**src/rtl/ureg_cmd_sequencer.sv**
```systemverilog
// Command sequencer for the universal register: a FIFO of {op,data,count} commands,
// each issued on ctrl/D for count+1 cycles. Optional abort port under UREG_SEQ_ABORT_EN.
module ureg_cmd_sequencer #(
  parameter int N     = 4,
  parameter int CW    = 4,
  parameter int DEPTH = 4
) (
  input  logic                     clk,
  input  logic                     rst,
`ifdef UREG_SEQ_ABORT_EN
  input  logic                     abort,
`endif
  input  logic                     cmd_valid,
  output logic                     cmd_ready,
  input  logic [2:0]               cmd_op,
  input  logic [N-1:0]             cmd_data,
  input  logic [CW-1:0]            cmd_count,
  output logic [2:0]               ctrl,
  output logic [N-1:0]             D,
  output logic                     busy,
  output logic                     done,
  output logic [$clog2(DEPTH):0]   fifo_level
);

  localparam int AW = $clog2(DEPTH);
  localparam int LW = AW + 1;

  typedef struct packed {
    logic [2:0]    op;
    logic [N-1:0]  data;
    logic [CW-1:0] count;
  } cmd_t;

  typedef enum logic {IDLE, ISSUE} state_t;

  cmd_t          mem [DEPTH];
  logic [AW-1:0] wr_ptr, rd_ptr;
  logic [CW-1:0] rem;
  state_t        state_q, state_d;
  logic          kill, empty, full, push, pop, last;
  cmd_t          head;

`ifdef UREG_SEQ_ABORT_EN
  assign kill = abort;
`else
  assign kill = 1'b0;
`endif

  assign empty     = (fifo_level == '0);
  assign full      = (fifo_level == LW'(DEPTH));
  assign cmd_ready = !rst && !kill && !full;
  assign push      = cmd_valid && cmd_ready;
  assign head      = mem[rd_ptr];
  assign last      = (state_q == ISSUE) && (rem == '0);
  assign busy      = (state_q == ISSUE);

  // Pop on the edge that ends the current command so the next op follows with no bubble.
  always_comb begin
    state_d = state_q;
    pop     = 1'b0;
    case (state_q)
      IDLE: begin
        if (!empty) begin
          pop     = 1'b1;
          state_d = ISSUE;
        end
      end
      ISSUE: begin
        if (rem == '0) begin
          if (!empty) pop = 1'b1;
          else        state_d = IDLE;
        end
      end
      default: state_d = IDLE;
    endcase
  end

  always_ff @(posedge clk) begin
    if (rst || kill) state_q <= IDLE;
    else             state_q <= state_d;
  end

  always_ff @(posedge clk) begin
    if (push) mem[wr_ptr] <= '{op: cmd_op, data: cmd_data, count: cmd_count};
  end

  always_ff @(posedge clk) begin
    if (rst || kill) begin
      wr_ptr     <= '0;
      rd_ptr     <= '0;
      fifo_level <= '0;
    end else begin
      if (push) wr_ptr <= wr_ptr + 1'b1;
      if (pop)  rd_ptr <= rd_ptr + 1'b1;
      fifo_level <= fifo_level + LW'(push) - LW'(pop);
    end
  end

  always_ff @(posedge clk) begin
    if (rst || kill) begin
      ctrl <= '0;
      D    <= '0;
      rem  <= '0;
      done <= 1'b0;
    end else begin
      done <= last;
      if (pop) begin
        ctrl <= head.op;
        D    <= head.data;
        rem  <= head.count;
      end else if (state_q == ISSUE && rem != '0) begin
        rem <= rem - 1'b1;
      end else if (state_d == IDLE) begin
        ctrl <= '0;
        D    <= '0;
      end
    end
  end

endmodule

```
**config.mk**
```make
export PLATFORM = sky130hd
export DESIGN_NAME = ureg_cmd_sequencer
export DESIGN_NICKNAME = d
export VERILOG_FILES = /design/src/rtl/ureg_cmd_sequencer.sv
export SDC_FILE = /design/constraint.sdc
export NUM_CORES = 1
export LEC_CHECK = 0
export ABC_CLOCK_PERIOD_IN_PS = 4800
export BUFFER_PORTS_ARGS = -buffer_cell sky130_fd_sc_hd__buf_2
export CAP_MARGIN = 25
export CORE_MARGIN = 8
export CORE_UTILIZATION = 50
export DETAILED_ROUTE_END_ITERATION = 6
export PLACE_DENSITY = 0.76
export SETUP_SLACK_MARGIN = 0.5
export SYNTH_ARGS = -nofsm -noshare
export SYNTH_HDL_FRONTEND = slang
export SYNTH_SLANG_ARGS = --single-unit
export TNS_END_PERCENT = 100
```
**constraint.sdc**
```tcl
create_clock -name clk -period 4.8 [get_ports clk]
set_clock_uncertainty 0.15 [all_clocks]
set_input_delay 0.72 -clock clk [delete_from_list [all_inputs] [get_ports clk]]
set_output_delay 0.72 -clock clk [all_outputs]
set_load 0.03 [all_outputs]
```
Yosys cells after proc, flatten, opt, wreduce, memory -nomap -nowiden
Memory sizes are Yosys's and may differ from the RTL's. A register that Yosys moved wholly into a read port is not among the register bits.
Index checks and enable logic that the tools add are counted.
{"block": "word_totals", "ff_bits": 20, "mem_bits_rw": 44, "inputBits": 14, "word_cells": 46, "n_memories": 1}
{"memory": "mem", "depth": 4, "width": 11, "read_ports": 1, "rd_ports_with_merged_regs": 1, "write_ports": 1, "line_no": "36", "source": "cmd_t mem [DEPTH];"}
{"block": "classes", "add_sub_neg": 5, "eq_ne": 3, "mux": 17, "n_bitwise": 1, "reduce_logical": 11}
{"operator": "4-bit 2-to-1 mux", "count": 5}
{"operator": "3-bit 2-to-1 mux", "count": 3}
{"operator": "1-bit 2-to-1 mux", "count": 5}
{"operator": "2-bit by 1-bit adder with 2-bit output (second input constant)", "count": 2}
{"operator": "1-bit logical AND", "count": 4}
{"operator": "4-bit logical NOT", "count": 1}
{"operator": "2-bit 2-to-1 mux", "count": 2}
{"operator": "1-bit one-hot mux with 2 select lines", "count": 2}
{"operator": "4-bit nonzero test", "count": 1}
{"operator": "4-bit by 1-bit subtractor with 4-bit output (second input constant)", "count": 1}
{"operator": "3-bit by 1-bit adder with 3-bit output", "count": 1}
{"operator": "3-bit equality test (second input constant)", "count": 1}
{"operator": "3-bit logical NOT", "count": 1}
{"operator": "3-bit by 1-bit subtractor with 3-bit output", "count": 1}
{"operator": "1-bit logical NOT", "count": 2}
{"operator": "2-bit by 1-bit != test with 1-bit output (second input constant)", "count": 1}
{"operator": "2-bit != test (second input constant)", "count": 1}
{"operator": "2-bit AND reduction", "count": 1}
{"operator": "2-bit nonzero test", "count": 1}
{"operator": "1-bit inverter", "count": 1}

Logic depth before layout (Yosys ltp)
Gate-level depths: netlist of the first run.
{"block": "logic_depth", "depth_word": 7, "ltp_mapped": 13}

Least setup slack after synthesis of the first run
Ideal clock, no wire load.
{"block": "synth_path", "path_type": "reg-to-reg", "startpoint": "register fifo_level[1]", "endpoint": "register fifo_level[2]", "setup_time_ns": 0.128, "arrival_ns": 2.403, "required_time_ns": 4.522, "path_slack_ns": 2.119, "stages_incl_launch_ff": 12, "period_less_slack_ns": 2.681, "cell_sequence": "dfxtp_1 -> nor2_1 -> a211oi_2 -> inv_1 -> ha_1 -> inv_1 -> ha_1 -> inv_1 -> fa_1 -> xor2_1 -> xnor2_1 -> nor2_1"}
{"block": "synth_between", "elab_chain_len": 6, "elab_cells_between_ends": 10, "classes_between": "2 x add/sub; 1 x eq/ne; 3 x mux; 4 x reduce/logical"}
{"element": "start: declaration", "line_no": "22", "source": "output logic [$clog2(DEPTH):0] fifo_level"}
{"element": "start signal: assignment", "line_no": "95", "source": "fifo_level <= fifo_level + LW'(push) - LW'(pop);"}
{"element": "3-bit equality test", "line_no": "50", "source": "assign full = (fifo_level == LW'(DEPTH));"}
{"element": "1-bit logical NOT", "line_no": "51", "source": "assign cmd_ready = !rst && !kill && !full;"}
{"element": "1-bit logical AND", "line_no": "51"}
{"element": "1-bit logical AND", "line_no": "52", "source": "assign push = cmd_valid && cmd_ready;"}
{"element": "3-bit by 1-bit adder with 3-bit output", "line_no": "95"}
{"element": "3-bit by 1-bit subtractor with 3-bit output (*)", "line_no": "95"}
Mark *: on every way between the ends. The rest lies on a longest branch, timed or not.
A chain may end at the register's enable or synchronous reset.

Worst setup path in the final report of the first run
{"block": "layout_path", "startpoint": "register rem[0]", "endpoint": "register fifo_level[2]"}
{"block": "layout_between", "elab_chain_len": 4}
{"element": "start: declaration", "line_no": "38", "source": "logic [CW-1:0] rem;"}
{"element": "start signal: assignment", "line_no": "110", "source": "rem <= head.count;"}
{"element": "start signal: assignment", "line_no": "112", "source": "rem <= rem - 1'b1;"}
{"element": "4-bit logical NOT", "line_no": "69", "source": "if (rem == '0) begin"}
{"element": "1-bit 2-to-1 mux", "line_no": "69"}
{"element": "1-bit one-hot mux with 2 select lines", "line_no": "61", "source": "case (state_q)"}
{"element": "3-bit by 1-bit subtractor with 3-bit output", "line_no": "95"}
Every way passes these cells.

==> results of run 1 <==
[cells by family after synthesis]
group	count (synthesis)	share of synthesized area [%]
AND/OR/NAND/NOR	32	6.24
multiplexers	11	9.58
XOR/XNOR	5	1.69
AO/OA/AOI/OAI	24	6.83
flip-flops	66	68.2
buffers and inverters	16	2.86
adder cells (fa/ha/maj)	9	4.65
[sequential cells by signal, indices dropped and copies added (netlist names), named ones only]
signal and count:
wr_ptr 2, mem 44, rd_ptr 2, busy 1, ctrl 3, done 1, fifo_level 3, rem 4
D 4
[final timing paths]
check,end,slack (ns),startpoint
max reg2reg,fifo_level[2],1.89,rem[0]
max,fifo_level[2],1.89,rem[0]
min,rem[0],0.38,rem[0]
min reg2reg,rem[0],0.38,rem[0]
[Yosys cell counts, drive strengths merged, types with 2 or more instances]
master	count	share of area, %
o21ai	2	0.39
nor3	5	0.97
a22oi	7	2.0
o22ai	2	0.48
nand2	2	0.29
mux4	11	9.6
ha	8	3.9
a211oi	4	1.4
buf	4	1.1
dfxtp	22	17
clkbuf	2	0.29
and2	4	0.97
a21oi	5	1.4
nor2	16	2.3
edfxtp	44	51
xor2	2	0.68
xnor2	3	1.0
inv	10	1.5
[through the flow]
step | instance area [um^2] | hold WS, ns
after detailed placement | 2770 | 0.359
after CTS | 2940 | 0.370
after floorplan | 2580 | 0.318
after global placement | 2770 | 0.343
after global routing | 2940 | 0.395
final | 2940 | 0.375
[critical path, cell delays in order, from the launching register on]
cell     delay, ns
dfxtp_1       0.34
inv_1         0.09
ha_1          0.17
or3b_4        0.41
a21oi_4       0.36
ha_1          0.31
inv_1         0.06
ha_1          0.13
inv_1         0.05
fa_1          0.37
xor2_1        0.17
xnor2_1       0.13
nor2_1        0.05
[power breakdown]
part           total [W]  internal, W  leakage, nW  switching [W]
sequential      0.000794     0.000698        0.581      0.0000956
clock           0.000403     0.000213       0.0908       0.000190
combinational   0.000575     0.000248        0.392       0.000327
[per-layer routing]
layer	share of wire, %	wire length, um
met4	2.6	116
met3	4.0	178
met1	42	1860
met2	51	2240
met5	0	0
[final cells by class]
cell class | count | share of cell area [%]
Sequential cell | 66 | 59.9
Multi-Input combinational cell | 81 | 25.5
Clock buffer | 13 | 5.41
Timing Repair Buffer | 26 | 4.43
Tap cell | 70 | 2.98
Inverter | 10 | 1.28
Clock inverter | 3 | 0.468
[placed cells by master (no fill, tap or decap), types with 3 or more instances in the layout]
cell and n:
a211oi_1 3, a21oi_1 4, a22oi_1 7, and2_1 4, buf_2 26, clkbuf_8 11
dfxtp_1 22, edfxtp_1 44, ha_1 8, inv_1 10, mux4_2 11, nor2_1 16
nor3_1 5, xnor2_1 3
==> metrics.md, run 1 <==
| Metric | Value |
|---|---|
| Clk_lat worst skew | 0.33 ns |
| FF-to-FF path depth | 12 |
| Post-synth cell types | 32 |
| Yosys reg bits | 66 |
| Final GP Congestion | 0.823 |
| Pwr dens | 603 mW/mm^2 |
| Placed insts | 253 |
| Final Slew Violations | 0 |
| Seq/Total Area, Yosys | 68.2% |
| Root Driver | clkbuf_8 |
| GR Layer Usage met3 | 3.94% |
| GRT Util Overall | 12.7% |
| CP Launch Type | register |
| Via count | 1427 |
| Max VDD drop | 0.291 mV |
| Gr busiest metal | met2 |
| CTS tree | done |
| Die width | 87.9 um |
| FILL cells | 404 |
| First-pass DRT Iterations | 4 |
| Mapped Avg Cell Area | 15.9 um^2 |
| Die Ht | 87.9 um |
| # diodes | 0 |
| Power Total | 0.00177 W |
| RSZ-0062 raised after global routing | no |
| Req. time, crit path | 4.86 ns |
| Outcome | complete, no violations |
| Non-filler instance count after layout | 269 |
| Final Hold Viols | 0 |
| Final Core Density | 58.3% |
| Crit end category | register |
| Lkg Pwr | 1.06 nW |
| Arr. time, crit path | 2.97 ns |
| Minimum clock period | 2.91 ns |
| Vias in the first global route | 1551 |
| DRT iter0 DRCs | 83 |
| Reg clk slew, reported paths | 0.07 ns |
| Post-synth EDFFs | 44 |
| Crit-path max FO | 11 |
| Met2 usage | 20.9% |
| Worst setup margin | 1.89 ns |
| Ports | 27 |
| Hold_buf cts | 0 |
| DRC viols | 0 |
| Setup TNS | 0 ns |
| Area used by multi-input combinational logic | 749 um^2 |
| Slew HR | 47.2% |
| CTS resizes | 0 |
| Register area | 0.00176 mm^2 |
| Largest net degree at the start of global routing | 24 |
| Yosys Warn Count | 0 |
| Tightest Pin Transition | 0.788 ns |
| Netlist Area Pre-Place | 0.00258 mm^2 |
| Final HPWL DP | 2970 um |
| Synth Net Count | 186 |
| Dpl ws | 1.74 ns |
| Routed WL | 4400 um |
| Die area | 0.00773 mm^2 |
| Num CTS Buffers | 9 |
| Core box area | 0.00504 mm^2 |
| H-Tree Depth | 3 |
| Total gr overflow | 0 |
| Mapped Cells | 163 |
| Worst min path class | reg -> reg |
| First-pass GRT wire length | 7180 um |
| Fin nets | 217 |
| Final setup violation count | 0 |
| Clock Sinks | 66 |
| Initial Utilization | 51.3% |
| Num rows | 26 |
| CP Class | reg -> reg |
| Hold Path Depth | 1 |
| Post-route ant nets | 0 |
| MaxCap Viol Count | 0 |
| Dominant synthesized flop cell | edfxtp_1 |
| FMAX | 0.344 GHz |
| Async SR Flop Fraction | 0% |
| Grt met1 use | 13.9% |
| Period utilisation layout | 60.5% |
| Vias per Instance | 5.30 |
| Share of cells above drive strength 1 | 27.1% |
| Antenna violations before repair | 0 |
| Post CTS Setup Buffer Count | 0 |
| Area Growth Syn to Fin | 13.7% |
| CTS max path bufs | 2 |
| IO buf count | 26 |
| Routed WL per cell | 16.3 um |
Note: power is estimated with default switching activity, not from simulation.
==> run 2: changes to the inputs <==
--- a/config.mk
+++ b/config.mk
@@ -5,13 +5,13 @@
 export SDC_FILE = /design/constraint.sdc
 export NUM_CORES = 1
 export LEC_CHECK = 0
-export ABC_CLOCK_PERIOD_IN_PS = 4800
+export ABC_CLOCK_PERIOD_IN_PS = 2600
 export BUFFER_PORTS_ARGS = -buffer_cell sky130_fd_sc_hd__buf_2
 export CAP_MARGIN = 25
 export CORE_MARGIN = 8
 export CORE_UTILIZATION = 50
 export DETAILED_ROUTE_END_ITERATION = 6
-export PLACE_DENSITY = 0.76
+export PLACE_DENSITY = 0.79
 export SETUP_SLACK_MARGIN = 0.5
 export SYNTH_ARGS = -nofsm -noshare
 export SYNTH_HDL_FRONTEND = slang
==> constraint.sdc (replaced) <==
create_clock -name clk -period 2.6 [get_ports clk]
set_clock_uncertainty 0.15 [all_clocks]
set_input_delay 0.39 -clock clk [delete_from_list [all_inputs] [get_ports clk]]
set_output_delay 0.39 -clock clk [all_outputs]
set_load 0.03 [all_outputs]
==> run 2 against run 1 <==
Fmax up 18%; combinational power up 130%; first-iteration DRC count up 24%; sequential share of layout area down 3.9 points; highest routed layer unchanged; global-route usage up 0.37 points; register-to-register slack worse by 1.7 ns; power up 120%.
==> metrics.md, run 2 (synthesis gave the netlist of run 1 again) <==
| Metric | Value |
|---|---|
| Clock Sinks | 66 |
| Met3 WL | 278 um |
| Worst Path Buf+Inv | 3 |
| Cell Area, Placed | 0.00286 mm^2 |
| CTS tree | done |
| Non-filler instance count after layout | 281 |
| Final Cell Area | 0.00315 mm^2 |
| Num rows | 26 |
| Placed insts | 259 |
| Max reg flops | 44 |
| R2R Path Start | rem[1] |
| Num CTS Buffers | 9 |
| FILL cells | 369 |
| Final HPWL DP | 3100 um |
| Crit-path max FO | 2 |
| Final Core Density | 62.6% |
| Core box area | 0.00504 mm^2 |
| Routed WL per cell | 16.7 um |
| Critical path startpoint | rem[1] |
| H-Tree Depth | 3 |
| Biggest regs | mem x44, D x4, rem x4 |
| Tightest Pin Transition | 0.589 ns |
| Via count | 1492 |
| Crit-path cells | inv_2 > ha_4 > or3b_4 > a21oi_4 > ha_4 > inv_2 > ha_4 > inv_2 > fa_2 > xor2_2 > xnor2_1 > nor2_1 |
| Post-route ant nets | 0 |
| Arr. time, crit path | 2.52 ns |
| FMAX | 0.408 GHz |
| Pwr dens | 1210 mW/mm^2 |
| Hold path start | cmd_data[2] |
| Die area | 0.00773 mm^2 |
| Outcome | complete, no violations |
| Ports | 27 |
| Initial Utilization | 51.3% |
| Highest metal used | met4 |
| Lkg Pwr | 1.15 nW |
| Die Ht | 87.9 um |
| Routed WL | 4690 um |
| Final hold slack | 0.120 ns |
| CP max stage cell | or3b_4 |
| DRT iter0 DRCs | 103 |
| Final setup violation count | 0 |
| Fin nets | 229 |
| Worst min path class | in -> reg |
| Final Hold Viols | 0 |
| Most frequent cells in the layout | 44 x edfxtp_1, 26 x buf_2, 18 x dfxtp_1 |
| MaxCap Viol Count | 0 |
| RSZ-0062 raised after global routing | yes |
| First-pass GRT wire length | 7310 um |
| Minimum clock period | 2.45 ns |
| Req. time, crit path | 2.66 ns |
| CP delay by family, top | adder cells |
| GRT Util Overall | 13.1% |
| Top reg by flops | mem |
| Vias in the first global route | 1577 |
| IO buf count | 26 |
| CP Class | reg -> reg |
| Final Slew Violations | 0 |
| Setup TNS | 0 ns |
| Commonest non-fill, non-tap cell in the layout | edfxtp_1 |
| Total gr overflow | 0 |
| Largest net degree at the start of global routing | 23 |
| Max VDD drop | 0.566 mV |
| Crit end category | register |
| DRC viols | 0 |
| Clk_lat worst skew | 0.33 ns |
| Max stage delay on crit path | 0.39 ns |
| First-pass DRT Iterations | 4 |
| Hold_buf cts | 0 |
| Reg clk slew, reported paths | 0.07 ns |
| Vias per Instance | 5.31 |
| Antenna violations before repair | 0 |
| Root Driver | clkbuf_8 |
| CP Launch Type | register |
| Slew HR | 60.7% |
| Area Growth Syn to Fin | 22.0% |
| # diodes | 0 |
| CTS max path bufs | 2 |
| Share of cells above drive strength 1 | 38.9% |
| Die width | 87.9 um |
| Wire length on met1 | 1900 um |
| Period utilisation layout | 94.4% |
| Final GP Congestion | 0.749 |
| Length of routed met2 wiring | 2450 um |
## run 2: changes by cell type in the layout (fill, tap and decap cells not counted), moves of 3 or more
cell	previous run	this run
buf_4	0	12
bufinv_16	0	3
inv_1	10	6
ha_4	0	3
dfxtp_2	0	4
inv_2	0	4
dfxtp_1	22	18
ha_1	8	5
## run 2: stage by stage
step	setup WS [ns]	power, W
floorplan	0.0563	0.00239
global placement	0.155	0.00265
detailed placement	0.0920	0.00270
CTS	0.132	0.00381
global route	0.0496	0.00402
finish	0.147	0.00382
## run 2: final cells by class
| cell class | instances | area [um^2] | area share, % |
|---|---|---|---|
| Sequential cell | 66 | 1770 | 56.0 |
| Multi-Input combinational cell | 81 | 798 | 25.3 |
| Timing Repair Buffer | 38 | 220 | 6.98 |
| Clock buffer | 11 | 141 | 4.48 |
| Clock inverter | 5 | 103 | 3.25 |
| Tap cell | 70 | 87.6 | 2.78 |
| Inverter | 10 | 37.5 | 1.19 |
## run 2: worst paths after layout
check,to,slack [ns],depth (start not counted)
max reg2reg,fifo_level[2],0.15,12
min,mem[2][6],0.12,1
max,fifo_level[2],0.15,12
min reg2reg,D[2],0.37,2
## run 2: power by group
group	leakage, nW	switching (W)	internal (W)	total (W)
sequential	0.582	0.000154	0.00129	0.00145
clock	0.120	0.000379	0.000662	0.00104
combinational	0.450	0.000705	0.000624	0.00133
total	1.15	0.00124	0.00258	0.00382
## run 2: worst register-to-register path, delay by kind of cell (launching register included)
kind            cells  cell delay [ns]
buf+inv             3             0.16
simple gates        2             0.44
flops               1             0.33
compound gates      1             0.16
fa+ha+maj           4             0.81
xor+xnor            2             0.30
## run 2: metal layers
layer,vias up,global-route usage (%)
met4,0,6.09
met3,10,4.50
met2,46,23.0
li1,700,-
met5,-,0
met1,736,13.7
## run 2: what timing repair did
action / CTS / global route
resized for setup: 1 / 2
setup buffers: 4 / 2
endpoints found under the setup margin: 2 / 10
pin swaps: 6 / 2
==> run 3: changes to the inputs <==
--- a/config.mk
+++ b/config.mk
@@ -12,6 +12,7 @@
 export CORE_UTILIZATION = 50
 export DETAILED_ROUTE_END_ITERATION = 6
 export PLACE_DENSITY = 0.79
+export RECOVER_POWER = 100
 export SETUP_SLACK_MARGIN = 0.5
 export SYNTH_ARGS = -nofsm -noshare
 export SYNTH_HDL_FRONTEND = slang
==> run 3 against run 2 <==
Fmax fell by 0.68%; critical path type unchanged; register-to-register slack got worse by 0.02 ns; highest routed layer unchanged; combinational power fell by 5%; clock power hardly changed; largest power group unchanged; critical endpoint unchanged.
==> metrics.md, run 3 (synthesis gave the netlist of run 1 again) <==
| Metric | Value |
|---|---|
| H-Tree Depth | 3 |
| Final hold slack | 0.159 ns |
| CTS max path bufs | 2 |
| Initial Utilization | 51.3% |
| Power Total | 0.00375 W |
| CTS tree | done |
| Setup TNS | 0 ns |
| Num CTS Buffers | 9 |
| CP Launch Type | register |
| Total gr overflow | 0 |
| Antenna violations before repair | 0 |
| Max stage delay on crit path | 0.39 ns |
| Worst Path Buf+Inv | 3 |
| Die width | 87.9 um |
| FMAX | 0.405 GHz |
| Crit end category | register |
| Clock Sinks | 66 |
| FF-to-FF path depth | 12 |
| Critical path startpoint | rem[1] |
| First-pass DRT Iterations | 4 |
| Crit-path max FO | 2 |
| Num rows | 26 |
| Area Growth Syn to Fin | 19.7% |
| CP Class | reg -> reg |
| Via count | 1497 |
| Largest net degree at the start of global routing | 23 |
| Most frequent cells in the layout | 44 x edfxtp_1, 28 x clkbuf_1, 19 x dfxtp_1 |
| Crit-path cells | inv_2 > ha_4 > or3b_4 > a21oi_4 > ha_4 > inv_2 > ha_4 > inv_2 > fa_2 > xor2_1 > xnor2_1 > nor2_1 |
| Tightest Pin Transition | 0.913 ns |
| Die Ht | 87.9 um |
| RSZ-0062 raised after global routing | yes |
| Root Driver | clkbuf_8 |
| DRT iter0 DRCs | 119 |
| Final HPWL DP | 3100 um |
| Hold_buf cts | 0 |
| Req. time, crit path | 2.66 ns |
| Hold Path Depth | 1 |
| Final setup violation count | 0 |
| Final Core Density | 61.3% |
| Core box area | 0.00504 mm^2 |
| Minimum clock period | 2.47 ns |
| Routed WL per cell | 16.9 um |
| Final Slew Violations | 0 |
| Arr. time, crit path | 2.53 ns |
| GRT Util Overall | 13.1% |
| # diodes | 0 |
| Max reg flops | 44 |
| Final GP Congestion | 0.749 |
| Vias in the first global route | 1577 |
| CP delay by family, top | adder cells |
| Final Hold Viols | 0 |
| Period utilisation layout | 95.0% |
| CP max stage cell | or3b_4 |
| Slew HR | 39.1% |
| Biggest regs | mem x44, D x4, rem x4 |
| Worst min path class | in -> reg |
| Hold path start | cmd_data[2] |
| Outcome | complete, no violations |
| Die area | 0.00773 mm^2 |
| Reg clk slew, reported paths | 0.07 ns |
| IO buf count | 26 |
| Pwr dens | 1210 mW/mm^2 |
| Critical Path Stages | 12 |
| Routed WL | 4760 um |
| First-pass GRT wire length | 7310 um |
| Max VDD drop | 0.562 mV |
| Lkg Pwr | 1.05 nW |
| Post-route ant nets | 0 |
| MaxCap Viol Count | 0 |
| DRC viols | 0 |
| Clk_lat worst skew | 0.33 ns |
| Fin nets | 229 |
| Top reg by flops | mem |
| Commonest non-fill, non-tap cell in the layout | edfxtp_1 |
| Vias per Instance | 5.33 |
| Share of cells above drive strength 1 | 23.7% |
| Ports | 27 |
| R2R Path Start | rem[1] |
## run 3: through the flow
step | setup WS (ns) | cells | cell area, um^2
floorplan | 0.0563 | 163 | 2630
global placement | 0.155 | 259 | 2860
detailed placement | 0.0920 | 259 | 2860
CTS | 0.132 | 279 | 3130
global route | 0.0491 | 281 | 3090
finish | 0.130 | 281 | 3090
## run 3: repair_timing
action	in CTS	in global routing
endpoints found under the setup margin	2	10
setup buffers	4	2
hold endpoints to repair	0	0
resized for setup	1	2
pin swaps	6	2
## run 3: power breakdown
part           switching [W]  internal (W)
registers           0.000152       0.00129
clock network       0.000379      0.000662
logic               0.000700      0.000564
total                0.00123       0.00252
## run 3: worst paths after layout
check        slack (ns)       endpoint
max                0.13  fifo_level[2]
min                0.16      mem[2][6]
max reg2reg        0.13  fifo_level[2]
min reg2reg        0.37           D[2]
## run 3: layer usage
metal	global-route usage, %	part of all wire [%]
met3	4.50	4.5
met4	6.09	2.0
met1	13.7	42
met2	23.0	51
met5	0	0
## run 3: area by class of cell
type | count | area, um^2
well taps | 70 | 87.6
inverters | 10 | 37.5
multi-input cells | 81 | 779
flip-flops and latches | 66 | 1770
clock buffers | 11 | 141
repair buffers | 38 | 179
fillers | 390 | 1950
clock inverters | 5 | 103
